### src/rtl/grace_sched_pkg.sv
// grace_sched_pkg: shared FSM encodings and widths for the grace-period scheduler.
package grace_sched_pkg;
    localparam logic [1:0] IDLE = 2'd0;
    localparam logic [1:0] HOLD = 2'd1;
    localparam logic [1:0] REL  = 2'd2;
    localparam int GRACE_CNT_W = 4;
    localparam int MAX_EXTEND  = 3;
endpackage

### src/rtl/grace_window_ctr.sv
// grace_window_ctr: down-counting grace window; expire marks the last window cycle.
module grace_window_ctr
    import grace_sched_pkg::*;
#(
    parameter int GRACE_CYCLES = 8
) (
    input  logic clk,
    input  logic arst,
    input  logic load,
    input  logic abort,
    output logic active,
    output logic expire
);
    logic [GRACE_CNT_W-1:0] cnt_q, cnt_d;

    always_comb begin
        cnt_d = abort ? '0 :
                load  ? GRACE_CNT_W'(GRACE_CYCLES) :
                (cnt_q != '0) ? cnt_q - 1'b1 : cnt_q;
    end

    always_ff @(posedge clk or posedge arst) begin
        if (arst) cnt_q <= '0;
        else      cnt_q <= cnt_d;
    end

    assign active = cnt_q != '0;
    assign expire = cnt_q == GRACE_CNT_W'(1);
endmodule

### src/rtl/grace_period_sched.sv
// grace_period_sched: round-robin owner of one shared grace-period timer.
// Define GRACE_SCHED_EXTEND_EN to add the extend input (up to MAX_EXTEND reloads per window).
module grace_period_sched
    import grace_sched_pkg::*;
#(
    parameter int NUM_REQ      = 4,
    parameter int GRACE_CYCLES = 8,
    parameter int TARGET_CHIP  = 2
) (
    input  logic               clk,
    input  logic               arst,
    input  logic [NUM_REQ-1:0] req,
`ifdef GRACE_SCHED_EXTEND_EN
    input  logic               extend,
`endif
    output logic [NUM_REQ-1:0] grant,
    output logic               grace,
    output logic [NUM_REQ-1:0] done,
    output logic               busy
);
    localparam int OW = $clog2(NUM_REQ);

    if (GRACE_CYCLES < 1 || GRACE_CYCLES > 15 || NUM_REQ < 2 || NUM_REQ > 8 || TARGET_CHIP < 0) begin : g_bad_cfg
        $error("grace_period_sched: unsupported parameter set");
    end

    logic [1:0]         state_q, state_d;
    logic [OW-1:0]      owner_q, owner_d;
    logic [OW-1:0]      rr_q, rr_d;
    logic [NUM_REQ-1:0] done_q, done_d;
    logic [OW-1:0]      win;
    logic               found;
    logic               own_req, ext_ok, load, abort, active, expire;
    logic [OW-1:0]      rr_next;

    always_comb begin
        win   = rr_q;
        found = 1'b0;
        for (int i = 0; i < NUM_REQ; i++) begin
            if (!found && req[OW'((int'(rr_q) + i) % NUM_REQ)]) begin
                win   = OW'((int'(rr_q) + i) % NUM_REQ);
                found = 1'b1;
            end
        end
    end

`ifdef GRACE_SCHED_EXTEND_EN
    logic [1:0] ext_q, ext_d;
    assign ext_ok = extend && ext_q < 2'(MAX_EXTEND);
    always_comb begin
        ext_d = (state_q == IDLE) ? 2'd0 :
                (state_q == HOLD && ext_ok) ? ext_q + 2'd1 : ext_q;
    end
    always_ff @(posedge clk or posedge arst) begin
        if (arst) ext_q <= 2'd0;
        else      ext_q <= ext_d;
    end
`else
    assign ext_ok = 1'b0;
`endif

    assign own_req = req[owner_q];
    assign rr_next = (owner_q == OW'(NUM_REQ - 1)) ? '0 : owner_q + 1'b1;
    assign load    = (state_q == IDLE && found) || (state_q == HOLD && ext_ok);
    assign abort   = state_q == HOLD && !own_req;

    grace_window_ctr #(.GRACE_CYCLES(GRACE_CYCLES)) u_ctr (
        .clk    (clk),
        .arst   (arst),
        .load   (load),
        .abort  (abort),
        .active (active),
        .expire (expire)
    );

    // Abandon wins over expiry, so a request dropped on the last cycle gets no done.
    always_comb begin
        state_d = state_q;
        owner_d = owner_q;
        rr_d    = rr_q;
        done_d  = '0;
        case (state_q)
            IDLE: begin
                state_d = found ? HOLD : IDLE;
                owner_d = found ? win : owner_q;
            end
            HOLD: begin
                if (!own_req) begin
                    state_d = REL;
                    rr_d    = rr_next;
                end else if (expire && !ext_ok) begin
                    state_d = REL;
                    rr_d    = rr_next;
                    done_d  = NUM_REQ'(1) << owner_q;
                end
            end
            default: state_d = IDLE;
        endcase
    end

    always_ff @(posedge clk or posedge arst) begin
        if (arst) begin
            state_q <= IDLE;
            owner_q <= '0;
            rr_q    <= '0;
            done_q  <= '0;
        end else begin
            state_q <= state_d;
            owner_q <= owner_d;
            rr_q    <= rr_d;
            done_q  <= done_d;
        end
    end

    assign grant = (state_q == HOLD) ? NUM_REQ'(1) << owner_q : '0;
    assign grace = state_q == HOLD && active;
    assign done  = done_q;
    assign busy  = state_q != IDLE;
endmodule
### config.mk
export PLATFORM = sky130hd
export DESIGN_NAME = grace_period_sched
export DESIGN_NICKNAME = d
export VERILOG_FILES = /design/src/rtl/grace_sched_pkg.sv /design/src/rtl/grace_window_ctr.sv /design/src/rtl/grace_period_sched.sv
export SDC_FILE = /design/constraint.sdc
export NUM_CORES = 1
export LEC_CHECK = 0
export BUFFER_PORTS_ARGS = -buffer_cell sky130_fd_sc_hd__buf_2
export CAP_MARGIN = 20
export CELL_PAD_IN_SITES_DETAIL_PLACEMENT = 1
export CELL_PAD_IN_SITES_GLOBAL_PLACEMENT = 2
export CORE_AREA = 2 2 55 52
export CTS_CLUSTER_SIZE = 24
export DETAILED_ROUTE_END_ITERATION = 6
export DIE_AREA = 0 0 57 54
export PLACE_DENSITY_LB_ADDON = 0.2
export REMOVE_ABC_BUFFERS = 1
export SLEW_MARGIN = 20
export SYNTH_ARGS = -nofsm -noshare
export SYNTH_HDL_FRONTEND = slang
export SYNTH_SLANG_ARGS = --single-unit
### constraint.sdc
create_clock -name clk -period 3.95 [get_ports clk]
set_clock_uncertainty 0.15 [all_clocks]
set_input_delay 0.395 -clock clk [delete_from_list [all_inputs] [get_ports clk]]
set_output_delay 0.395 -clock clk [all_outputs]
set_load 0.02 [all_outputs]
# Word level (Yosys, flattened, before mapping)
# Cells that the tools add are included.
dict set report word_totals {
  reg_bits 14
  out_inout_bits 10
}
dict set report classes {
  n_shift 1
  muxes 35
  eq_ne 5
  addsub 5
  reduce_logical 16
  n_lt_le_gt_ge 5
}
# cell count
set ops {}
lappend ops {{$mux 4} 7}
lappend ops {{$lt 2x4->1 const B} 4}
lappend ops {{$mux 2} 8}
lappend ops {{$mux 1} 14}
lappend ops {{$bmux 1 s2} 5}
lappend ops {{$logic_and 1x1->1} 6}
lappend ops {{$add 2x1->2 const B} 2}
lappend ops {{$add 2x2->2 const B} 2}
lappend ops {{$eq 4x1->1 const B} 1}
lappend ops {{$logic_not 1->1} 4}
lappend ops {{$pmux 2 s2} 1}
lappend ops {{$reduce_and 2->1} 2}
lappend ops {{$reduce_bool 4->1} 1}
lappend ops {{$shl 1x2->4 const A} 1}
lappend ops {{$sub 4x1->4 const B} 1}
lappend ops {{$lt 2x3->1 const B} 1}
lappend ops {{$ne 3x3->1 const B} 1}
lappend ops {{$reduce_bool 3->1} 1}
lappend ops {{$eq 2x1->1 const B} 1}
lappend ops {{$eq 2x2->1 const B} 1}
lappend ops {{$logic_not 2->1} 1}
lappend ops {{$ne 2x1->1 const B} 1}
lappend ops {{$reduce_bool 2->1} 1}

# Depth between registers and ports, before layout
dict set report depth {
  ltp_word 16
  depth_mapped 5
  mapped_depth_nobuf 5
}

# Cells and area by module
# A second synthesis with hierarchy kept.
dict set report hier_totals {
  hier_cells 92
  area_unflattened_um2 882.1
}
# mod seq_area_each_um2 area_each_um2 cells_each n_inst
set by_module_without_submodules {}
lappend by_module_without_submodules {grace_period_sched 250.2 643.1 68 1}
lappend by_module_without_submodules {grace_window_ctr 100.1 239.0 24 1}

# Worst setup path before layout
# OpenSTA, ideal clock, no wires.
dict set report synth_timing {
  path_kind {flip-flop to flip-flop}
  start {reg u_ctr.cnt_q[1]}
  end {reg rr_q[0]}
  stages_incl_launch_ff 6
  arrival_time_ns 1.587
  t_required_ns 3.675
  setup_ns 0.125
  synth_period_minus_slack_ns 1.862
  path_buffers 0
  setup_slack_ns 2.088
  cell_sequence {dfrtp_1 inv_1 ha_1 or3b_2 a21oi_4 mux2_4}
}
dict set report synth_between {
  elab_chain_cells 3
}
# element line
set synth_lines {}
lappend synth_lines {{from (decl)} grace_window_ctr.sv:14} ;# logic [GRACE_CNT_W-1:0] cnt_q, cnt_d;
lappend synth_lines {{from (signal assigned)} grace_window_ctr.sv:24} ;# else cnt_q <= cnt_d;
lappend synth_lines {{$eq 4x1->1} grace_window_ctr.sv:28} ;# assign expire = cnt_q == GRACE_CNT_W'(1);
lappend synth_lines {{$ne 2x1->1 (no source line)} n/a}
lappend synth_lines {{$reduce_and 2->1 (no source line)} n/a}
lappend synth_lines {{to (signal assigned)} grace_period_sched.sv:110} ;# rr_q <= rr_d;
lappend synth_lines {{to (decl)} grace_period_sched.sv:29} ;# logic [OW-1:0] rr_q, rr_d;
# Every way passes these cells.
# A chain may end at the register's enable or synchronous reset.

# Worst setup path after layout
dict set report layout_timing {
  start {reg u_ctr.cnt_q[0]}
  end {out grace}
}
dict set report layout_between {
  elab_chain_cells 2
}
# element line
set layout_lines {}
lappend layout_lines {{$reduce_bool 4->1} grace_window_ctr.sv:27} ;# assign active = cnt_q != '0;
lappend layout_lines {{$logic_and 1x1->1} grace_period_sched.sv:116} ;# assign grace = state_q == HOLD && active;
lappend layout_lines {{to (decl)} grace_period_sched.sv:17} ;# output logic grace,
# Every way passes these cells.

==> summary.txt <==
Outcome: finished clean
Drt wl/cell: 13.6 um
Most frequent cells in the layout: buf_2 (15), dfrtp_1 (14), nor2_1 (10), inv_1 (10), ha_1 (7)
CTS tree: built
Worst skew pair latency: 0.27 ns
Seq/Total Area, Yosys: 0.420
Final setup violation count: 0
IO Port Bufs: 15
Largest stage delay, worst path: 0.50 ns
Vias in the first global route: 670
CP endpoint kind: output pin
DR iter-0 viols: 9
Tightest Pin Transition: 0.599 ns
# clock sinks: 14
Nets: 116
Finished Cell Area: 966 sq um
Max VDD drop: 0.254 mV
Total power density per cell area: 758 nW/um^2
Ant diodes: 0
LEAKAGE: 0.489 nW
Top delay family on crit path: simple AND/OR/NAND/NOR gates
Cts hold-fix bufs: 0
Post-DP HPWL: 1.44 mm
Reg clk slew, reported paths: 0.09 ns
CTS resizes: 0
Synth unique cells: 29
Post-synthesis register bit count: 14
CORE AREA: 2570 sq um
ANT nets after route: 0
Vias per cell: 4.97
Largest net degree at the start of global routing: 15
R2R Setup Slk: 2.00 ns
Headroom to the max-slew limit: 0.597
CP Data Required Time: 3.40 ns
Reg-to-Reg Start: u_ctr.cnt_q[1]
Initial antenna violation count: 0
DP Area: 943 sq um
DRT Pass-1 Iters: 4
CP max FO: 5
Setup TNS: 0 ns
Hold crit path type: in2async
IO Pins: 16
Post-CTS setup buffers: 0
Synthesis-to-layout area growth: 15.7%
Clock Path Buffers: 2
Die height: 54 um
Effective utilization at floorplan: 0.325
Post-Syn Area: 835 sq um
Avg Inst Size Synth: 9.94 sq um
CP arrival: 1.74 ns
# rows: 18
Worst Path Buf+Inv: 2
FMAX: 439 MHz
Most common cell after layout, fill and taps aside: buf_2
GRT Total Usage: 0.130
CP cell instances: inv_1 -> ha_1 -> nor3b_1 -> nor2_1 -> buf_2
Path depth of the worst reg2reg path: 5
CTS root buf: clkbuf_4
RSZ-0062 raised after global routing: false
CTS HTree Levels: 1
Total Wirelength: 1.79 mm
Die width: 57 um
Post-route minimum period: 2.28 ns
Final critical-path share of the clock period: 0.577
Total CTS buffers: 3
DR DRC count: 0
Placer Congestion: 0.781
FILL cells: 312
Yosys warns: 0
Final hold violation count: 0
Die area: 3080 sq um
Total grt overflow: 0
First-pass GRT wire length: 2.99 mm
Slowest-stage cell, CP: nor3b_1
DR vias: 651
FF-to-FF End: rr_q[0]
Max-slew violation count: 0
Syn Inst Count: 84
WS Path Type: reg2out
Pwr Total: 0.732 mW
Startpoint types: flop
Layout cells sized above 1: 0.248
Maxcap violations: 0
## worst max path at each step
stage	from	to	slack (ns)	depth (start not counted)
2_1_floorplan	u_ctr.cnt_q[1]	rr_q[0]	2.09	5
4_1_cts	u_ctr.cnt_q[0]	grace	1.66	5
6_report	u_ctr.cnt_q[0]	grace	1.67	5
3_3_place_gp	u_ctr.cnt_q[0]	grace	1.98	5
5_1_grt	u_ctr.cnt_q[0]	grace	1.49	5
3_5_place_dp	u_ctr.cnt_q[0]	grace	1.97	5
## Yosys cell counts, drive strengths merged
cell,instances,area (sq um)
mux2i,2,20.0
dfrtp,14,350
nand3,1,5.00
xnor2,2,17.5
nor2,10,37.5
nor3,1,5.00
nand2,5,18.8
o221ai,1,8.76
a21oi,6,41.3
mux4,1,22.5
or2,2,12.5
o31ai,1,7.51
nand2b,3,18.8
or3b,3,26.3
inv,10,37.5
nor4,2,12.5
o21ai,1,5.00
and4b,1,10.0
nor3b,1,7.51
clkbuf,1,3.75
and2,1,6.26
o32ai,1,8.76
a221oi,1,8.76
nor2b,4,25.0
mux2,2,30.0
ha,7,87.6
## per-stage QoR
step	instances	utilization	setup WS, ns	hold slack [ns]
after floorplan	83	-	2.09	0.134
after global placement	128	0.367	1.98	0.306
after detailed placement	128	0.367	1.97	0.330
after CTS	131	0.376	1.66	0.0298
after global routing	131	0.376	1.49	0.0391
final	131	0.376	1.67	0.00862
## layout make-up
class	count	area (sq um)	area share
Tap cell	30	37.5	0.0389
Sequential cell	14	350	0.363
Clock buffer	3	22.5	0.0233
Inverter	10	37.5	0.0389
Multi-Input combinational cell	59	443	0.459
Timing Repair Buffer	15	75.1	0.0777
## worst register-to-register path, stage by stage, from the launching register on
cell	delay (ns)
dfrtp_1	0.38
inv_1	0.11
ha_1	0.17
or3b_2	0.50
a21oi_4	0.22
mux2_4	0.31
## logic make-up (layout without fill, tap and decap cells)
logic type                 after synthesis  after routing  synth area share
AOI/OAI and AO/OA                       11             11            0.0960
xor gates and xnor gates                 2              2            0.0210
adders and majority gates                7              7             0.105
buffers and inverters                   11             28            0.0495
DFF                                     14             14             0.420
muxes                                    5              5            0.0870
and+or+nand+nor                         34             34             0.222
## layer usage
layer	up-vias	GRT usage	share of wire
li1	321	-	-
met1	309	0.172	0.51
met2	19	0.203	0.42
met3	2	0.0240	0.051
met4	0	0.0736	0.015
met5	-	0	0
## power breakdown
part	leakage (nW)	switching, mW	internal, mW
logic	0.296	0.219	0.179
clock network	0.0138	0.0450	0.0352
registers	0.179	0.0589	0.194
## state kept, by name, indices dropped and copies added, names as in the netlist
signal,cells
done,4
state_q,2
owner_q,2
u_ctr.cnt_q,4
rr_q,2
(Power assumes the default switching activity.)
